$ cat config.mk
export PLATFORM = sky130hd
export DESIGN_NAME = elevator_design
export DESIGN_NICKNAME = d
export VERILOG_FILES = /design/src/rtl/elevator_design.sv
export SDC_FILE = /design/constraint.sdc
export NUM_CORES = 1
export LEC_CHECK = 0
export CAP_MARGIN = 5
export CORE_MARGIN = 2
export CORE_UTILIZATION = 30
export DETAILED_ROUTE_END_ITERATION = 16
export SLEW_MARGIN = 20
export SYNTH_ARGS = -nofsm -noshare
export SYNTH_HDL_FRONTEND = slang
export SYNTH_SLANG_ARGS = --single-unit
export TNS_END_PERCENT = 1
$ cat constraint.sdc
create_clock -name clock -period 3 [get_ports clock]
set_clock_uncertainty 0.1 [all_clocks]
set_input_delay 0.45 -clock clock [delete_from_list [all_inputs] [get_ports clock]]
set_output_delay 0.45 -clock clock [all_outputs]
set_load 0.02 [all_outputs]
$ cat src/rtl/elevator_design.sv
// elevator_design: SCAN-order single-car elevator controller; define ELEVATOR_IR_HOLD_EN to let IR_sensor hold the door open
module elevator_design #(
    parameter int N_FLOORS    = 8,
    parameter int FLOOR_W     = 3,
    parameter int DOOR_CYCLES = 2
) (
    input  logic                clock,
    input  logic                reset,
    input  logic [FLOOR_W-1:0]  req_floor,
    input  logic                emergency,
    input  logic                over_weight,
    input  logic                IR_sensor,
    output logic                up,
    output logic                down,
    output logic                idle,
    output logic                door,
    output logic [FLOOR_W-1:0]  max_request,
    output logic [FLOOR_W-1:0]  min_request,
    output logic                emergency_stop,
    output logic [FLOOR_W-1:0]  current_floor,
    output logic [N_FLOORS-1:0] requests
);
    typedef enum logic [2:0] {S_IDLE, S_UP, S_DOWN, S_DOOR, S_EMERG} state_t;
    localparam int CNT_W = $clog2(DOOR_CYCLES + 1);
    state_t state, ns;
    logic dir;
    logic [CNT_W-1:0] cnt;
    logic [FLOOR_W-1:0] req_prev;
    logic first, capture, in_range, here, above, below, ir_hold;
`ifdef ELEVATOR_IR_HOLD_EN
    assign ir_hold = IR_sensor;
`else
    logic ir_unused;
    assign ir_unused = IR_sensor;
    assign ir_hold = 1'b0;
`endif
    assign capture  = first || req_floor != req_prev;
    assign in_range = 32'(req_floor) < N_FLOORS;
    assign here     = requests[current_floor];
    // Locate pending calls relative to the car and the extreme pending floors
    always_comb begin
        above = 1'b0;
        below = 1'b0;
        min_request = current_floor;
        max_request = current_floor;
        for (int i = N_FLOORS - 1; i >= 0; i--)
            if (requests[i]) min_request = FLOOR_W'(i);
        for (int i = 0; i < N_FLOORS; i++) begin
            if (requests[i]) max_request = FLOOR_W'(i);
            if (requests[i] && FLOOR_W'(i) > current_floor) above = 1'b1;
            if (requests[i] && FLOOR_W'(i) < current_floor) below = 1'b1;
        end
    end
    // Next-state selection; emergency overrides every other decision
    always_comb begin
        ns = state;
        case (state)
            S_IDLE:  ns = here ? S_DOOR : over_weight ? S_IDLE :
                          (above && below) ? (dir ? S_UP : S_DOWN) :
                          above ? S_UP : below ? S_DOWN : S_IDLE;
            S_UP:    ns = here ? S_DOOR : above ? S_UP : S_IDLE;
            S_DOWN:  ns = here ? S_DOOR : below ? S_DOWN : S_IDLE;
            S_DOOR:  ns = (cnt == 0 && !over_weight && !ir_hold) ? S_IDLE : S_DOOR;
            S_EMERG: ns = emergency ? S_EMERG : S_IDLE;
            default: ns = S_IDLE;
        endcase
        if (emergency) ns = S_EMERG;
    end
    // State, position, call latch, dwell counter and registered one-hot outputs
    always_ff @(posedge clock or negedge reset) begin
        if (!reset) begin
            state          <= S_IDLE;
            current_floor  <= '0;
            requests       <= '0;
            dir            <= 1'b1;
            cnt            <= '0;
            req_prev       <= '0;
            first          <= 1'b1;
            idle           <= 1'b1;
            up             <= 1'b0;
            down           <= 1'b0;
            door           <= 1'b0;
            emergency_stop <= 1'b0;
        end else begin
            first    <= 1'b0;
            req_prev <= req_floor;
            if (capture && in_range) requests[req_floor] <= 1'b1;
            if (ns == S_DOOR && state != S_DOOR) requests[current_floor] <= 1'b0;
            if (ns == S_UP) dir <= 1'b1;
            if (ns == S_DOWN) dir <= 1'b0;
            if (state == S_UP && ns == S_UP && current_floor != FLOOR_W'(N_FLOORS - 1))
                current_floor <= current_floor + 1'b1;
            if (state == S_DOWN && ns == S_DOWN && current_floor != '0)
                current_floor <= current_floor - 1'b1;
            cnt <= (ns == S_DOOR && (state != S_DOOR || ir_hold)) ? CNT_W'(DOOR_CYCLES) :
                   (cnt != 0) ? cnt - 1'b1 : cnt;
            state          <= ns;
            idle           <= ns == S_IDLE;
            up             <= ns == S_UP;
            down           <= ns == S_DOWN;
            door           <= ns == S_DOOR;
            emergency_stop <= ns == S_EMERG;
        end
    end
endmodule

**After elaboration in Yosys (flattened, before gate mapping)**

Cells that the tools add are included.

- Add/subtract/negate cells: 3
- Multipliers: 0
- Divide/modulo/power cells: 0
- Order comparisons: 20
- Eq/ne operators: 10
- Shifts and indexed selects: 0
- Multiplexer cells: 58
- Bitwise operators: 3
- Reduce and logical (&&, ||, !) cells: 35

Operators by type and width:

| kind | count |
|---|---|
| two-way mux 3 bit | 23 |
| logical AND 1 bit | 25 |
| two-way mux 1 bit | 22 |
| two-way mux 8 bit | 2 |
| two-way mux 2 bit | 7 |
| equality test 3 x 2 -> 1 bit (second input constant) | 4 |
| > comparator 3 bit (first input constant) | 4 |
| less-than comparator 3 bit (first input constant) | 4 |
| case mux 3 bit (4 select lines) | 1 |
| bitwise AND 8 bit | 1 |
| less-than comparator 3 x 4 -> 1 bit (second input constant) | 2 |
| NOT 8 bit | 1 |
| bitwise OR 8 bit | 1 |
| nonzero test 2 bit | 4 |
| demux 1 bit (select 3 bit) | 2 |
| equality test 3 x 1 -> 1 bit (second input constant) | 2 |
| greater-or-equal comparator 3 x 1 -> 1 bit (second input constant) | 2 |
| > comparator 1 x 3 -> 1 bit (first input constant) | 2 |
| > comparator 2 x 3 -> 1 bit (first input constant) | 2 |
| zero test 3 bit | 2 |
| less-than comparator 1 x 3 -> 1 bit (first input constant) | 2 |
| less-than comparator 2 x 3 -> 1 bit (first input constant) | 2 |
| adder 3 x 1 -> 3 bit (second input constant) | 1 |
| binary-select mux 1 bit (select 3 bit) | 1 |
| other kinds (10) | 10 |

- Flip-flop bits (word level): 26
- Latch bits: 0
- Memory bits (writable): 0
- Bits in read-only memories: 0
- Input bits: 8
- Output and inout bits: 22
- Word-level logic and storage cells: 141
- Memories: 0

**Logic depth before layout (Yosys ltp)**

Gate-level depths: netlist of the first run.

- Word-level depth: 22
- Depth in mapped cells: 10

**Worst setup path after synthesis of the first run**

Ideal clock, no wire load.

- Kind: register to register
- Start: register current_floor[0]
- End: register current_floor[2]
- Arrival: 2.650 ns
- Required time: 2.834 ns
- Path slack: 0.183 ns
- Cell stages (with the launch flop): 11
- Path buffers: 1
- Cells stage by stage: dfrtp_1 -> clkbuf_1 -> inv_1 -> ha_1 -> inv_1 -> a21oi_1 -> o311a_1 -> a221o_1 -> or3b_4 -> nand3b_1 -> and3_1

- Longest elaborated chain between the ends: 21

Ends and longest elaborated chain:

| what | line | source |
|---|---|---|
| start, declared | 20 | `output logic [FLOOR_W-1:0] current_floor,` |
| start signal, assigned | 92 | `current_floor <= current_floor + 1'b1;` |
| start signal, assigned | 94 | `current_floor <= current_floor - 1'b1;` |
| less-than comparator 1 x 3 -> 1 bit | 51 | `if (requests[i] && FLOOR_W'(i) < current_floor) below = 1'b1;` |
| logical AND 1 bit | 51 |  |
| two-way mux 1 bit (8 in a row) | 51 |  |
| two-way mux 2 bit | 60, 62 |  |
| two-way mux 3 bit | 60 | `above ? S_UP : below ? S_DOWN : S_IDLE;` |
| two-way mux 3 bit | 59 | `(above && below) ? (dir ? S_UP : S_DOWN) :` |
| two-way mux 3 bit (2 in a row) | 58 | `S_IDLE: ns = here ? S_DOOR : over_weight ? S_IDLE :` |
| case mux 3 bit (4 select lines) | 57 | `case (state)` |
| two-way mux 3 bit | 67 | `if (emergency) ns = S_EMERG;` |
| equality test 3 x 2 -> 1 bit or equality test 3 x 1 -> 1 bit (tied branches) | 93, 91 |  |
| logical AND 1 bit (on tied branches) (2 in a row) | 93, 91 |  |
| two-way mux 3 bit or nonzero test 2 bit (tied branches) | n/a |  |

Several ways; a longest one is shown, not always the timed one. The select of a mux whose other input is x is not followed.
A chain may end at the register's enable or synchronous reset.

**Worst setup path after layout of the first run**

Same ends and word-level chain as after synthesis.

==> key figures, run 1 <==
Min path
  – Worst hold path class: register to register
  – Hold path depth: 1
  – Hold EP: cnt[1]
  – Hold Startpoint: cnt[1]

Power and ir drop
  – Peak VDD IR: 0.0003062 V
  – Switch share: 0.4122
  – Power Density: 828.3 mW/mm^2
  – Clock share of power: 0.175
  – Sequential Power Share: 0.356
  – P_leak: 0.8706 nW
  – P_int: ~0.00099 W
  – Logic pwr share: 0.469
  – Net switching power: 0.0006955 W

Route
  – DRC: 0
  – Via count: approximately 1400
  – DR vias/cell: 5.107
  – WL per Instance: 13.88 um
  – First-pass iteration count of the detailed router: 4
  – WL final: 3.885 mm
  – Post-DRT Antenna Nets: 0
  – Starting DRT DRC Count: 85

Die
  – Initial Utilization: 0.3130
  – Die height: 77.47 um
  – Die ar.: around 0.0060 mm^2
  – Die X: between 70 and 80 um
  – Core Region: 0.005172 mm^2
  – I/O pin count: 30
  – Row count: 26

Setup path
  – Reg-to-reg endpoint: current_floor[2]
  – CP Buf/Inv Count: 2
  – CP startpoint kind: register
  – Setup CP Type: register to register
  – Worst reg2reg setup slack: 0.39 ns
  – Most Frequent Cell on Critical Path: inv_1
  – R2R Path Start: current_floor[0]
  – Worst Reg-to-Reg Cells: 9
  – Worst path cell trace: inv_1, ha_1, inv_1, a21oi_1, o311a_1, a221o_1, or3b_4, nand3b_1, and3_1
  – CP arrival: 2.73 ns
  – CP delay by family, top: compound AO/OA/AOI/OAI gates
  – CP max-delay cell: dfrtp_1
  – CP max stage delay: between 0.4 and 0.5 ns
  – Req. time, crit path: 3.12 ns
  – CP Capture Type: register
  – Max FO, Critical Path: 7

CTS
  – CTS root buf: clkbuf_8
  – CTS Buf Count: 3
  – CTS Sinks: 26
  – CTS max path bufs: 2
  – CTS tree: yes
  – H-Tree Depth: 1
  – Post-CTS setup buffers: 0
  – Post-CTS sizing: 0
  – CTS hold repair buffers: 0
  – Worst-Skew Late Latency: roughly 0.27 ns
  – Clock transition at path regs: 0.10 ns

Timing
  – Final min period: 2.611 ns
  – Slew Viols, Final: 0
  – Setup-failing EPs final: 0
  – Period utilization: 0.8702
  – Slew headroom: 0.6305
  – Fmax achieved: 383.0 MHz
  – Measured slew at the worst slew-check pin: about 0.55 ns
  – Final WS setup: 0.3893 ns
  – Final Hold Viols: 0
  – Setup TNS: 0 ns
  – RSZ-0062 raised after global routing: false

Place
  – PortBufs: 28
  – Area after DPL: 0.001966 mm^2
  – Dpl ws: 0.4233 ns
  – Final HPWL DP: 2.756 mm
  – GPL Wtd Cong: roughly 0.80

Synthesis
  – Syn Nets: 198
  – Register bit count reported by yosys: 26
  – Cell Area, Synth: 0.001619 mm^2
  – Synth top area cells: dfrtp_1, nor2_1, ha_1
  – Post-synthesis sequential area ratio: 0.4042
  – Synth Flop Type: dfrtp_1
  – Syn_area_per_cell: 8.847 um^2
  – Post-synth cell types: 50
  – Post-synth top area share: 0.3555
  – Synth warn: 0
  – Asr flop ratio synth: 1.000
  – Largest area contributor in the netlist: dfrtp_1
  – Mapped Cells: 183
  – Number of synthesized flops with an enable pin: 0

Cells and area
  – Commonest cells after routing, fill and taps aside: clkdlybuf4s50_1, nor2_1, dfrtp_1, a21oi_1
  – Antenna cells: 0
  – Fin area: 0.002037 mm^2
  – Most common cell after layout, fill and taps aside: clkdlybuf4s50_1
  – Area grow syn2layout: 25.81%
  – Area of the multi-input gates: 857.1 um^2
  – Nets: 226
  – Fill cell count: about 520
  – Share of cells above drive strength 1: 0.08571
  – Sequential cell area: 654.4 um^2

Global route
  – Total gr overflow: 0
  – First-pass GRT wire length: approximately 6.6 mm
  – Total track usage: 0.1346
  – Largest net degree at the start of global routing: 27
  – Vias in the first global route: 1345
  – Initial antenna violation count: 0

Run
  – MaxCap Viol Count: 0

Status
  – Status: finished clean
flip-flops by register name, indices dropped and copies added (netlist names), 2 cells and up:
name,cells
cnt,2
current_floor,3
requests,8
state,3
req_prev,3
area by class of cell:
class / instances / area share
Multi-Input combinational cell: 135 / 0.4208
Inverter: 11 / 0.02027
Clock inverter: 1 / 0.01474
Clock buffer: 3 / 0.02027
Sequential cell: 26 / 0.3213
Tap cell: 70 / 0.04300
Timing Repair Buffer: 34 / 0.1597
cell families (layout without fill, tap and decap cells):
kind of cell / Yosys count / after routing / share of synthesized area
other: 1 / 1 / 0.002316
adder cells (fa/ha/maj): 7 / 7 / 0.05409
multiplexers: 1 / 1 / 0.006955
AO/OA/AOI/OAI: 58 / 58 / 0.2427
AND/OR/NAND/NOR: 64 / 64 / 0.2017
flip-flops: 26 / 26 / 0.4042
buffers and inverters: 22 / 49 / 0.06645
XOR/XNOR: 4 / 4 / 0.02164
power by group through the flow:
stage | clock network [W] | logic (W) | registers, W
2_1_floorplan | 0 | 0.000518 | 0.000614
3_3_place_gp | 0 | 0.000788 | 0.000610
3_5_place_dp | 0 | 0.000793 | 0.000610
4_1_cts | 0.000303 | 0.000797 | 0.000602
5_1_grt | 0.000316 | 0.000875 | 0.000626
6_report | 0.000295 | 0.000791 | 0.000601
synthesized netlist by cell type (3+ instances only):
master    count
a21oi_1      16
a31oi_1       7
and3_1        3
clkbuf_1      4
dfrtp_1      23
dfstp_2       3
ha_1          7
inv_1        11
nand2_1      11
nand3_1       4
nor2_1       25
nor2b_1       8
nor3_1        3
o21ai_0       6
o21bai_1      3
xor2_1        3
metal layers:
metal	track usage	share of wire
met3	0.02791	0.054
met4	0.02500	0.0067
met1	0.1825	0.47
met5	0	0
met2	0.2235	0.47
worst max path at each step:
| stage | endpoint | cells after the start | startpoint | slack (ns) |
|---|---|---|---|---|
| floorplan | current_floor[2] | 10 | current_floor[0] | 0.18 |
| global placement | dir | 8 | current_floor[0] | 0.41 |
| detailed placement | current_floor[2] | 9 | current_floor[0] | 0.42 |
| CTS | min_request[1] | 4 | requests[4] | 0.39 |
| global route | dir | 8 | current_floor[0] | 0.22 |
| finish | current_floor[2] | 9 | current_floor[0] | 0.39 |
metrics by stage:
stage | utilization | hold WS [ns] | instances | total power, W
4_1_cts | 0.3938 | 0.3989 | 280 | 0.001703
3_3_place_gp | 0.3800 | 0.3692 | 276 | 0.001398
2_1_floorplan | - | 0.05441 | 183 | 0.001132
5_1_grt | 0.3938 | 0.4380 | 280 | 0.001818
3_5_place_dp | 0.3800 | 0.3760 | 276 | 0.001402
6_report | 0.3938 | 0.3933 | 280 | 0.001687
No activity file was read; power rests on OpenSTA's default activity.
==> inputs of run 2 (changes only) <==
PLACE_DENSITY = 0.5   (was not set)
==> run 2 against run 1 <==
Compared with the run above: power rose by 1.5%; clock power barely moved; largest power group unchanged; global-route usage rose by 0.67 points.
==> key figures, run 2 (synthesis gave the netlist of run 1 again) <==
Status
  – Status: finished clean

Global route
  – Total gr overflow: 0 (unchanged)
  – Global-route layer with the greatest usage: met2
  – First-pass GRT wire length: 7.010 mm (+6.3%)
  – Initial antenna violation count: 0 (unchanged)
  – Met3 GRT Util: 0.01628 (-0.01163)
  – Vias in the first global route: 1482 (+10%)
  – Total track usage: 0.1413 (+0.006693)
  – Met2 GRT Util: 0.2478 (+0.02435)
  – Met1 usage: 0.1856 (+0.003044)
  – Largest net degree at the start of global routing: 27 (unchanged)

CTS
  – CTS hold repair buffers: 0 (unchanged)
  – CTS Sinks: 26 (unchanged)
  – CTS max path bufs: 2 (unchanged)
  – Post-CTS setup buffers: 0 (unchanged)
  – CTS root buf: clkbuf_8
  – Worst-Skew Late Latency: 0.27 ns (about the same)
  – Post-CTS sizing: 0 (unchanged)
  – CTS tree: yes
  – Clock transition at path regs: 0.10 ns (about the same)
  – CTS Buf Count: 3 (unchanged)
  – H-Tree Depth: 1 (unchanged)

Timing
  – RSZ-0062 raised after global routing: false
  – Worst hold slack: 0.4163 ns (+0.02296 ns)
  – Final min period: 2.728 ns (+0.1173 ns)
  – Fmax achieved: 366.6 MHz (-4.3%)
  – Final WS setup: 0.2720 ns (-0.1173 ns)
  – Measured slew at the worst slew-check pin: 0.5146 ns (-0.03970 ns)
  – Setup-failing EPs final: 0 (unchanged)
  – Final Hold Viols: 0 (unchanged)
  – Slew Viols, Final: 0 (unchanged)
  – Period utilization: 0.9093 (+0.03911)
  – Slew headroom: 0.6569 (+0.02647)
  – Setup TNS: 0 ns (unchanged)

Setup path
  – Setup CP Type: register to register
  – CP startpoint kind: register
  – CP arrival: 2.84 ns (+0.11 ns)
  – CP Capture Type: register
  – Max FO, Critical Path: 13 (+6)
  – Req. time, crit path: 3.11 ns (about the same)

Cells and area
  – Top reg by flops: requests
  – Antenna cells: 0 (unchanged)
  – Nets: 226 (unchanged)
  – Share of cells above drive strength 1: 0.09048 (+0.004762)
  – Most common cell after layout, fill and taps aside: clkdlybuf4s50_1
  – Commonest cells after routing, fill and taps aside: clkdlybuf4s50_1, nor2_1, dfrtp_1, a21oi_1
  – Max FFs per register: 8 (unchanged)
  – Area grow syn2layout: 25.89% (about the same)
  – Fin util: 0.3940 (about the same)

Place
  – PortBufs: 28 (unchanged)
  – Dpl ws: 0.1849 ns (-0.2384 ns)
  – GPL Wtd Cong: 0.8139 (+1.4%)
  – Final HPWL DP: 3.027 mm (+9.8%)

Route
  – Starting DRT DRC Count: 83 (-2.4%)
  – WL final: 4.159 mm (+7.1%)
  – Post-DRT Antenna Nets: 0 (unchanged)
  – First-pass iteration count of the detailed router: 4 (unchanged)
  – DRC: 0 (unchanged)
  – WL per Instance: 14.85 um (+7.1%)
  – Via count: 1453 (+1.6%)
  – DR vias/cell: 5.189 (+1.6%)

Die
  – Core Region: 0.005172 mm^2 (unchanged)
  – Initial Utilization: 0.3130 (unchanged)
  – Die height: 77.47 um (unchanged)
  – I/O pin count: 30 (unchanged)
  – Die X: 77.47 um (unchanged)
  – Row count: 26 (unchanged)
  – Die ar.: 0.006001 mm^2 (unchanged)

Run
  – MaxCap Viol Count: 0 (unchanged)

Power and ir drop
  – P_leak: 0.8701 nW (about the same)
  – Peak VDD IR: 0.0003615 V (+18%)
  – Power Density: 840.5 mW/mm^2 (+1.5%)
  – Tot Pwr: 0.001713 W (+1.5%)

Min path
  – Worst hold path class: register to register
==> run 2: path summary, 6_finish.rpt <==
kind / start / to / slack, ns / cells past startpoint
min in group asynchronous: reset / req_prev[1] / 0.44 / 2
worst max-delay path: current_floor[0] / current_floor[2] / 0.27 / 9
max in group asynchronous: reset / dir / 2.06 / 2
worst min register to register: cnt[1] / cnt[1] / 0.42 / 1
worst max register to register: current_floor[0] / current_floor[2] / 0.27 / 9
worst min-delay path: cnt[1] / cnt[1] / 0.42 / 1
==> run 2: through the flow <==
| step | area, um^2 | std cells |
|---|---|---|
| 3_5_place_dp | 1966 | 276 |
| 6_report | 2038 | 280 |
| 3_3_place_gp | 1966 | 276 |
| 4_1_cts | 2037 | 280 |
| 5_1_grt | 2038 | 280 |
| 2_1_floorplan | 1619 | 183 |
==> run 2: final cells by class <==
class / instances / area, um^2
Sequential cell: 26 / 655.6
Multi-Input combinational cell: 135 / 857.1
Clock inverter: 1 / 30.03
Timing Repair Buffer: 34 / 325.3
Clock buffer: 3 / 41.29
Inverter: 11 / 41.29
Tap cell: 70 / 87.58
Fill cell: 529 / 3134
==> run 2: critical path, cell delays in order, from the launching register on <==
cell	delay, ns
dfrtp_2	0.52
inv_1	0.21
ha_1	0.27
inv_1	0.11
a21oi_1	0.08
o311a_1	0.32
a221o_1	0.39
or3b_4	0.43
nand3b_1	0.09
and3_1	0.15
==> run 2: report_power, final <==
group | leakage (nW) | switching, W | internal (W) | total (W)
clock network | 0.0357 | 0.000117 | 0.000179 | 0.000295
registers | 0.288 | 0.000170 | 0.000448 | 0.000618
logic | 0.546 | 0.000432 | 0.000368 | 0.000800
==> run 2: routing by layer <==
metal / up-vias / part of all wire / wire length [um]
li1: 701 / - / -
met1: 732 / 0.48 / 2015
met2: 18 / 0.49 / 2042
met3: 2 / 0.020 / 85
met4: 0 / 0.0041 / 17
met5: - / 0 / 0
==> inputs of run 3 (changes only) <==
clock period = 3.1 ns   (was 3 ns; I/O delays follow)
==> run 3 against run 2 <==
Compared with the run above: die area unchanged; sequential cell count unchanged; non-clock buffer count is the same; combinational power decreased by 2%; worst setup slack gained 0.058 ns; final cell count stayed put; largest cell class unchanged.
==> key figures, run 3 (synthesis gave the netlist of run 1 again) <==
Global route
  – Vias in the first global route: 1401 (-5.5%)
  – First-pass GRT wire length: 6.693 mm (-4.5%)
  – Total gr overflow: 0 (unchanged)
  – Initial antenna violation count: 0 (unchanged)
  – Largest net degree at the start of global routing: 27 (unchanged)
  – Total track usage: 0.1353 (-0.006020)

Cells and area
  – Share of cells above drive strength 1: 0.08571 (-0.004762)
  – Most common cell after layout, fill and taps aside: clkdlybuf4s50_1
  – Nets: 226 (unchanged)
  – Fill cell count: 504 (-4.7%)
  – Top reg by flops: requests
  – Max FFs per register: 8 (unchanged)
  – Commonest cells after routing, fill and taps aside: clkdlybuf4s50_1, nor2_1, dfrtp_1, a21oi_1
  – Area grow syn2layout: 25.81% (about the same)
  – Antenna cells: 0 (unchanged)

Die
  – Core Region: 0.005172 mm^2 (unchanged)
  – Row count: 26 (unchanged)
  – I/O pin count: 30 (unchanged)
  – Die X: 77.47 um (unchanged)
  – Die height: 77.47 um (unchanged)
  – Die ar.: 0.006001 mm^2 (unchanged)
  – Initial Utilization: 0.3130 (unchanged)

Timing
  – Measured slew at the worst slew-check pin: 0.5228 ns (+0.008198 ns)
  – Setup TNS: 0 ns (unchanged)
  – Slew headroom: 0.6515 (-0.005466)
  – Setup-failing EPs final: 0 (unchanged)
  – RSZ-0062 raised after global routing: false
  – Slew Viols, Final: 0 (unchanged)
  – Final Hold Viols: 0 (unchanged)
  – Period utilization: 0.8935
  – Final min period: 2.770 ns
  – Fmax achieved: 361.0 MHz

CTS
  – CTS Buf Count: 3 (unchanged)
  – CTS root buf: clkbuf_8
  – Post-CTS sizing: 0 (unchanged)
  – CTS Sinks: 26 (unchanged)
  – H-Tree Depth: 1 (unchanged)
  – CTS tree: yes
  – CTS max path bufs: 2 (unchanged)
  – Clock transition at path regs: 0.10 ns (about the same)
  – CTS hold repair buffers: 0 (unchanged)
  – Post-CTS setup buffers: 0 (unchanged)
  – Worst-Skew Late Latency: 0.27 ns (about the same)

Setup path
  – Max FO, Critical Path: 11 (-2)
  – Worst setup path start: current_floor[1]
  – Req. time, crit path: 2.53 ns (-0.58 ns)
  – Setup CP Type: register to output pin
  – CP startpoint kind: register
  – CP arrival: 2.20 ns (-0.64 ns)
  – CP Capture Type: output pin
  – R2R Path Start: current_floor[0]

Min path
  – Hold Startpoint: cnt[1]
  – Worst hold path class: register to register

Route
  – WL final: 4.063 mm (-2.3%)
  – DRC: 0 (unchanged)
  – Via count: 1429 (-1.7%)
  – Starting DRT DRC Count: 72 (-13%)
  – First-pass iteration count of the detailed router: 4 (unchanged)
  – DR vias/cell: 5.104 (-1.7%)
  – Post-DRT Antenna Nets: 0 (unchanged)
  – WL per Instance: 14.51 um (-2.3%)

Power and ir drop
  – Tot Pwr: 0.001654 W (-3.5%)
  – P_leak: 0.8716 nW (+0.17%)
  – Peak VDD IR: 0.0004258 V (+18%)
  – Power Density: 811.8 mW/mm^2 (-3.4%)

Place
  – PortBufs: 28 (unchanged)
  – GPL Wtd Cong: 0.8211 (+0.88%)
  – Final HPWL DP: 2.906 mm (-4.0%)

Run
  – MaxCap Viol Count: 0 (unchanged)

Status
  – Status: finished clean
[run 3: cell counts in the layout (fill, tap and decap cells not counted)]
Identical to the previous run, type by type.
[run 3: where the power goes]
part	switching, W	internal [W]
logic	0.000425	0.000356
clock network	0.000113	0.000173
registers	0.000155	0.000432
[run 3: cell type report]
type | count | area, um^2 | share of cell area
multi-input combinational | 135 | 857.1 | 0.4208
sequential | 26 | 654.4 | 0.3213
timing repair buffer | 34 | 325.3 | 0.1597
tap | 70 | 87.58 | 0.04300
clock buffer | 3 | 41.29 | 0.02027
inverter | 11 | 41.29 | 0.02027
clock inverter | 1 | 30.03 | 0.01474
[run 3: critical path: stages, from the launching register on]
cell and delay [ns]:
dfrtp_1 0.56, inv_1 0.10, buf_4 0.18, o31a_1 0.23, o31ai_1 0.21, clkdlybuf4s50_1 0.65
[run 3: worst paths after layout]
path	depth (start not counted)	slack, ns	endpoint
min in group asynchronous	2	0.45	req_prev[2]
max in group asynchronous	2	2.15	dir
max reg2reg	10	0.38	current_floor[0]
min	1	0.40	cnt[1]
max	5	0.33	max_request[1]
min reg2reg	1	0.40	cnt[1]
[run 3: metal layers]
layer  global-route usage  up-vias  wire length, um
li1                     -      705                -
met1               0.1808      696             1930
met2               0.2270       26             1992
met3              0.02558        2              121
met4              0.03036        0               19
met5                    0        -                0
[run 3: stage by stage]
step | hold slack (ns) | setup WS [ns] | std cells | instance area, um^2 | util
after floorplan | 0.06941 | 0.2833 | 183 | 1619 | -
after global placement | 0.3705 | 0.4267 | 276 | 1966 | 0.3800
after detailed placement | 0.3788 | 0.4063 | 276 | 1966 | 0.3800
after CTS | 0.4022 | 0.3254 | 280 | 2037 | 0.3938
after global routing | 0.4274 | 0.2218 | 280 | 2037 | 0.3938
final | 0.3991 | 0.3302 | 280 | 2037 | 0.3938
